$ cat config.mk
export PLATFORM = sky130hd
export DESIGN_NAME = des_nibble_sequencer
export DESIGN_NICKNAME = d
export VERILOG_FILES = /design/src/rtl/des_nibble_sequencer.sv
export SDC_FILE = /design/constraint.sdc
export NUM_CORES = 1
export LEC_CHECK = 0
export ABC_AREA = 1
export CELL_PAD_IN_SITES_DETAIL_PLACEMENT = 1
export CELL_PAD_IN_SITES_GLOBAL_PLACEMENT = 1
export CORE_UTILIZATION = 35
export CTS_BUF_LIST = sky130_fd_sc_hd__clkbuf_8
export DETAILED_ROUTE_END_ITERATION = 10
export PLACE_DENSITY_LB_ADDON = 0.1
export SYNTH_ARGS = -nofsm -noshare
export SYNTH_HDL_FRONTEND = slang
export SYNTH_SLANG_ARGS = --single-unit
export TNS_END_PERCENT = 100
$ cat constraint.sdc
create_clock -name clk -period 3.3 [get_ports clk]
set_clock_uncertainty 0.2 [all_clocks]
set_input_delay 0.825 -clock clk [delete_from_list [all_inputs] [get_ports clk]]
set_output_delay 0.825 -clock clk [all_outputs]
set_load 0.005 [all_outputs]
$ cat src/rtl/des_nibble_sequencer.sv
// des_nibble_sequencer: latches a 32-bit word, walks a 3-bit select across the
// external 8:1 nibble mux, and forwards each returned nibble downstream over a
// valid/ready handshake while rebuilding the word in word_out for loopback.
// Optional build macro NIBBLE_MSB_FIRST_EN: walk the select 7..0 instead of 0..7.
module des_nibble_sequencer (
    input  logic        clk,
    input  logic        rst_n,
    input  logic        start,
    input  logic        abort,
    input  logic [31:0] word_in,
    output logic [31:0] mux_load,
    output logic [2:0]  mux_sel,
    input  logic [3:0]  mux_nib,
    output logic [3:0]  nib_out,
    output logic        nib_valid,
    input  logic        nib_ready,
    output logic        busy,
    output logic        done,
    output logic [31:0] word_out
);

`ifdef NIBBLE_MSB_FIRST_EN
    localparam logic [2:0] FIRST_SEL = 3'd7;
    localparam logic [2:0] LAST_SEL  = 3'd0;
    localparam logic [2:0] SEL_STEP  = 3'd7;  // -1 modulo 8
`else
    localparam logic [2:0] FIRST_SEL = 3'd0;
    localparam logic [2:0] LAST_SEL  = 3'd7;
    localparam logic [2:0] SEL_STEP  = 3'd1;
`endif

    typedef enum logic [1:0] {
        S_IDLE = 2'd0,
        S_RUN  = 2'd1,
        S_DONE = 2'd2
    } state_t;

    state_t state, state_nxt;

    logic load;
    logic xfer;
    logic last;

    // Abort blocks both a new load and a same-cycle transfer.
    assign load = (state == S_IDLE) && start && !abort;
    assign xfer = (state == S_RUN) && nib_ready && !abort;
    assign last = (mux_sel == LAST_SEL);

    // Status flags decode straight from the state register, so they are glitch-free.
    assign busy      = (state == S_RUN);
    assign nib_valid = (state == S_RUN);
    assign done      = (state == S_DONE);
    assign nib_out   = nib_valid ? mux_nib : 4'h0;

    // State register.
    always_ff @(posedge clk or negedge rst_n) begin
        if (!rst_n) begin
            state <= S_IDLE;
        end else begin
            state <= state_nxt;
        end
    end

    // Next-state logic; DONE always falls back to IDLE after one cycle.
    always_comb begin
        state_nxt = state;
        case (state)
            S_IDLE: begin
                if (load) state_nxt = S_RUN;
            end
            S_RUN: begin
                if (abort)             state_nxt = S_IDLE;
                else if (xfer && last) state_nxt = S_DONE;
            end
            S_DONE: begin
                state_nxt = S_IDLE;
            end
            default: state_nxt = S_IDLE;
        endcase
    end

    // Datapath: latch word on load, capture each transferred nibble into its slot
    // and advance the select; the select parks on the final index (no wrap).
    always_ff @(posedge clk or negedge rst_n) begin
        if (!rst_n) begin
            mux_load <= 32'h0;
            mux_sel  <= FIRST_SEL;
            word_out <= 32'h0;
        end else if (load) begin
            mux_load <= word_in;
            mux_sel  <= FIRST_SEL;
            word_out <= 32'h0;
        end else if (xfer) begin
            word_out[{mux_sel, 2'b00} +: 4] <= mux_nib;
            if (!last) mux_sel <= mux_sel + SEL_STEP;
        end
    end

endmodule

; ---- After elaboration in Yosys (flattened, before gate mapping)
; Index checks and enable logic that the tools add are counted.
[word_totals]
regBits = 69
latch_bits = 0
mem_bits_rw = 0
romBits = 0
output_inout_bits = 74
word_cells = 35
n_memories = 0
[op_classes]
add_sub_neg = 2
mul = 0
div_mod_pow = 0
magnitude_cmp = 0
eq_ne = 6
shift = 2
mux = 11
bitwise = 0
reduce_logical = 10
[op_table]
columns = operator, n
row1 = two-way mux 32 bit, 2
row2 = bitwise mux 32 bit, 1
row3 = variable shift 4 x 7 -> 32 bit (first input constant), 1
row4 = variable part select 4 x 7 -> 32 bit, 1
row5 = two-way mux 3 bit, 3
row6 = negation 5 -> 7 bit, 1
row7 = two-way mux 2 bit, 3
row8 = logical AND 1 bit, 5
row9 = two-way mux 4 bit, 1
row10 = != test 2 bit (second input constant), 2
row11 = case mux 2 bit (2 select lines), 1
row12 = AND reduction 2 bit, 2
row13 = adder 3 x 1 -> 3 bit (second input constant), 1
row14 = == test 3 bit (second input constant), 1
row15 = != test 3 x 2 -> 1 bit (second input constant), 1
row16 = == test 2 x 1 -> 1 bit (second input constant), 1
row17 = == test 2 bit (second input constant), 1
row18 = logical NOT 2 bit, 1
row19 = nonzero test 2 bit, 1
row20 = logical NOT 1 bit, 1

; ---- Depth between registers and ports, before layout
[depth]
ltp_word = 7
ltp_mapped = 10
mapped_depth_nobuf = 10

; ---- Worst setup path after synthesis
; Ideal clock, no wire load.
[synth_timing]
path_type = flip-flop to flip-flop
from = register mux_sel[0]
to = register word_out[17]
t_arrival_ns = 1.749
slack_ns = 1.234
path_stages_with_launch = 11
n_path_buf = 0
synth_period_minus_slack_ns = 2.066
cell_sequence = dfrtp_1 > inv_2 > ha_1 > ha_1 > inv_1 > nor2_1 > nand2_1 > nor2_1 > nand2_1 > nand3_1 > nand2_1
[synth_via]
elab_chain_len = 5
elab_cells_between_ends = 6
[synth_lines]
columns = element, line_no
row1 = start: declaration, 12  ; output logic [2:0] mux_sel,
row2 = start signal: assignment, 95  ; if (!last) mux_sel <= mux_sel + SEL_STEP;
row3 = negation 5 -> 7 bit (*), 94  ; word_out[{mux_sel, 2'b00} +: 4] <= mux_nib;
row4 = variable part select 4 x 7 -> 32 bit or variable shift 4 x 7 -> 32 bit (tied branches), 94
row5 = bitwise mux 32 bit (*), 94
row6 = two-way mux 32 bit (*), 93  ; end else if (xfer) begin
row7 = two-way mux 32 bit (*), 89  ; end else if (load) begin
row8 = end signal: indexed assignment, 94
row9 = end: declaration, 19  ; output logic [31:0] word_out
; Every way passes the cells marked *; elsewhere a longest branch is shown, timed or not. The select of a mux whose other input is x is not followed.
; A chain may end at the register's enable or synchronous reset.

; ---- Worst setup path after layout
[layout_timing]
from = input port mux_nib[1]
to = output port nib_out[1]
[layout_via]
elab_chain_len = 1
[layout_lines]
columns = element, line_no
row1 = start: declaration, 13  ; input logic [3:0] mux_nib,
row2 = two-way mux 4 bit, 53  ; assign nib_out = nib_valid ? mux_nib : 4'h0;
row3 = end: declaration, 14  ; output logic [3:0] nib_out,
; Every way passes these cells.

==> flow_metrics.env <==
export IMPL_status="finished, final reports clean"
export IMPL_fin_ws_ns=0.247
export IMPL_grt_pass1_wl_mm=15.9
export IMPL_portBuffers=114
export IMPL_synth_edf_count=0
export IMPL_internal_power_uw=1720
export IMPL_power_switching_uw=716
export IMPL_yosysWarnings=0
export IMPL_cap_violations=0
export IMPL_synth_xor_area_share=0
export IMPL_gp_congestion=0.844
export IMPL_ant_nets=0
export IMPL_synth_top_family_by_area="simple AND/OR/NAND/NOR gates"
export IMPL_postCtsHoldBufs=0
export IMPL_switching_share=0.294
export IMPL_period_minus_slack_ns=3.05
export IMPL_synth_area_leaders="dfrtp_1, nand2_1, nand3_1, nor2_1, nand2_4"
export IMPL_synthMuxAreaShare=0.00314
export IMPL_worstReg2RegEnd="word_out[19]"
export IMPL_netlist_instances=392
export IMPL_power_frac_seq=0.413
export IMPL_tns_ns=0
export IMPL_hp_start="word_out[15]"
export IMPL_ios=115
export IMPL_cts_tree="done"
export IMPL_holdPathEnd="word_out[15]"
export IMPL_worstHoldPathCells=2
export IMPL_gr_usage_all_layers=0.212
export IMPL_antenna_found_initial=0
export IMPL_synth_fa_ha_area_frac=0.0275
export IMPL_synth_area_um2=3190
export IMPL_grt_ovfl_total=0
export IMPL_num_rows=34
export IMPL_start_util=0.364
export IMPL_areaGrowthSynthToFinish_pct=47.1
export IMPL_vias=2988
export IMPL_worstPathMaxFanout=2
export IMPL_hold_viol=0
export IMPL_slew_headroom=0.572
export IMPL_drive_above_1_share=0.0732
export IMPL_final_max_slew_viol_count=0
export IMPL_worstMarginPinSlew_ns=0.642
export IMPL_clock_latency_ns=0.35
export IMPL_grt_pass1_vias=3271
export IMPL_grt_max_degree=44
export IMPL_drt_initial_drc_count=76
export IMPL_viasPerCell=4.77
export IMPL_critical_path_class="in -> out"
export IMPL_post_route_period_util=0.925
export IMPL_synth_most_common_cell="nand2_1"
export IMPL_cts_buffer_depth=2
export IMPL_ys_flop_type="dfrtp_1"
export IMPL_rrSetupSlack_ns=0.82
export IMPL_grt_setup_unrepaired="false"
export IMPL_synth_nets=440
export IMPL_die_area_um2=9490
export IMPL_vdd_drop_max_mv=0.245
export IMPL_dp_hpwl_mm=6.87
export IMPL_synth_top_area_frac=0.542
export IMPL_cts_sinks=69
export IMPL_yosys_area_share_simple=0.382
export IMPL_reg2reg_depth=9
export IMPL_leakagePower_uw=0.00241
export IMPL_synthTopCellsByCount="nand2_1, dfrtp_1, nor2_1"
export IMPL_synth_distinct_cells=19
export IMPL_dr_pass1_iters=4
export IMPL_avgSynthCellArea_um2=8.13
export IMPL_startpoint_type="input pin"
export IMPL_post_place_ws_ns=0.228
export IMPL_required_ns=2.27
export IMPL_numCtsBuffers=9
export IMPL_synth_compound_area_frac=0.00314
export IMPL_hold_path_class="reg -> reg"
export IMPL_synthArstFlopShare=1.00
export IMPL_fmaxAchievable_mhz=328
export IMPL_r2r_start="mux_sel[0]"
export IMPL_ys_seq_elements=69
export IMPL_clock_tree_root_cell="clkbuf_8"
export IMPL_htreeDepth=3
export IMPL_combPwrFrac=0.255
export IMPL_die_w_um=97.4
export IMPL_cp_end_kind="primary output"
export IMPL_cts_resized=0
export IMPL_wl_per_cell_um=14.9
export IMPL_clock_power_share=0.332
export IMPL_setup_viol=0
export IMPL_fin_nets=562
export IMPL_postCtsSetupBuffers=0
export IMPL_coreArea_um2=8760
export IMPL_ys_seq_area_frac=0.542
export IMPL_drc=0
export IMPL_cp_data_arrival_time_ns=2.03
export IMPL_routed_wl_mm=9.36
export IMPL_die_h_um=97.4
export IMPL_yosys_area_top_type="dfrtp_1"
export IMPL_antenna_cells=0
export IMPL_fillerInstances=1069
export IMPL_powerDensity_nw_per_um2=520
export IMPL_path_clk_slew_ns=0.08
[worst max-delay path by stage]
stage / slack [ns] / to / from
after floorplan: 1.23 / word_out[17] / mux_sel[0]
after global placement: 0.25 / nib_out[1] / mux_nib[1]
after detailed placement: 0.23 / nib_out[1] / mux_nib[1]
after CTS: 0.23 / nib_out[1] / mux_nib[1]
after global routing: 0.17 / nib_out[1] / mux_nib[1]
final: 0.25 / nib_out[1] / mux_nib[1]
[flip-flops by register name, indices dropped and copies added (netlist names)]
signal	cells
word_out	32
mux_load	32
state	2
mux_sel	3
[cell type report]
cell class / instances / area (um2) / share of cell area
Inverter: 18 / 67.6 / 0.0144
Sequential cell: 69 / 1730 / 0.368
Multi-Input combinational cell: 295 / 1320 / 0.282
Clock buffer: 11 / 151 / 0.0323
Tap cell: 108 / 135 / 0.0288
Clock inverter: 5 / 81.3 / 0.0174
Timing Repair Buffer: 121 / 1200 / 0.256
[through the flow]
step           total power [uW]  hold WS, ns  instance area (um2)  instances  utilization
6_report                   2440        0.274                 4690        627        0.535
5_1_grt                    2570        0.297                 4690        627        0.535
4_1_cts                    2470        0.279                 4690        627        0.535
3_5_place_dp               1650        0.258                 4450        611        0.508
3_3_place_gp               1630        0.255                 4450        611        0.508
2_1_floorplan              1290        0.264                 3190        392            -
[layout by cell type, fill, tap and decap left out]
cell type / n
ha_1: 7
nand2_1: 193
buf_4: 6
nand3_1: 37
inv_1: 18
clkdlybuf4s50_1: 113
nor2_4: 2
clkbuf_8: 11
inv_2: 1
nand2_4: 9
buf_2: 1
bufinv_16: 2
nand4_1: 2
buf_12: 1
nor3_1: 1
mux2i_1: 1
nor2_1: 38
inv_6: 2
nand2_2: 1
o21ai_0: 2
nand3_2: 1
dfrtp_1: 69
nor2_2: 1
[worst max-delay path, cell delays in order]
cell,delay (ns)
clkdlybuf4s50_1,0.49
inv_1,0.06
nor2_1,0.13
clkdlybuf4s50_1,0.52
[logic make-up after synthesis]
| kind of cell | count (synthesis) |
|---|---|
| muxes | 1 |
| adders and majority gates | 7 |
| AOI/OAI and AO/OA | 2 |
| DFF | 69 |
| buffers and inverters | 28 |
| and+or+nand+nor | 285 |
[power by group through the flow]
stage	Sequential, uW	Combinational, uW	Clock [uW]
3_3_place_gp	1020	611	0
5_1_grt	1020	691	864
2_1_floorplan	1020	265	0
3_5_place_dp	1020	626	0
4_1_cts	1010	631	831
6_report	1010	621	810
[metal layers]
layer  share of wire  track usage
met5               0            0
met4           0.017       0.0803
met3           0.059       0.0547
met2            0.49        0.367
met1            0.43        0.251
(Power assumes the default switching activity.)
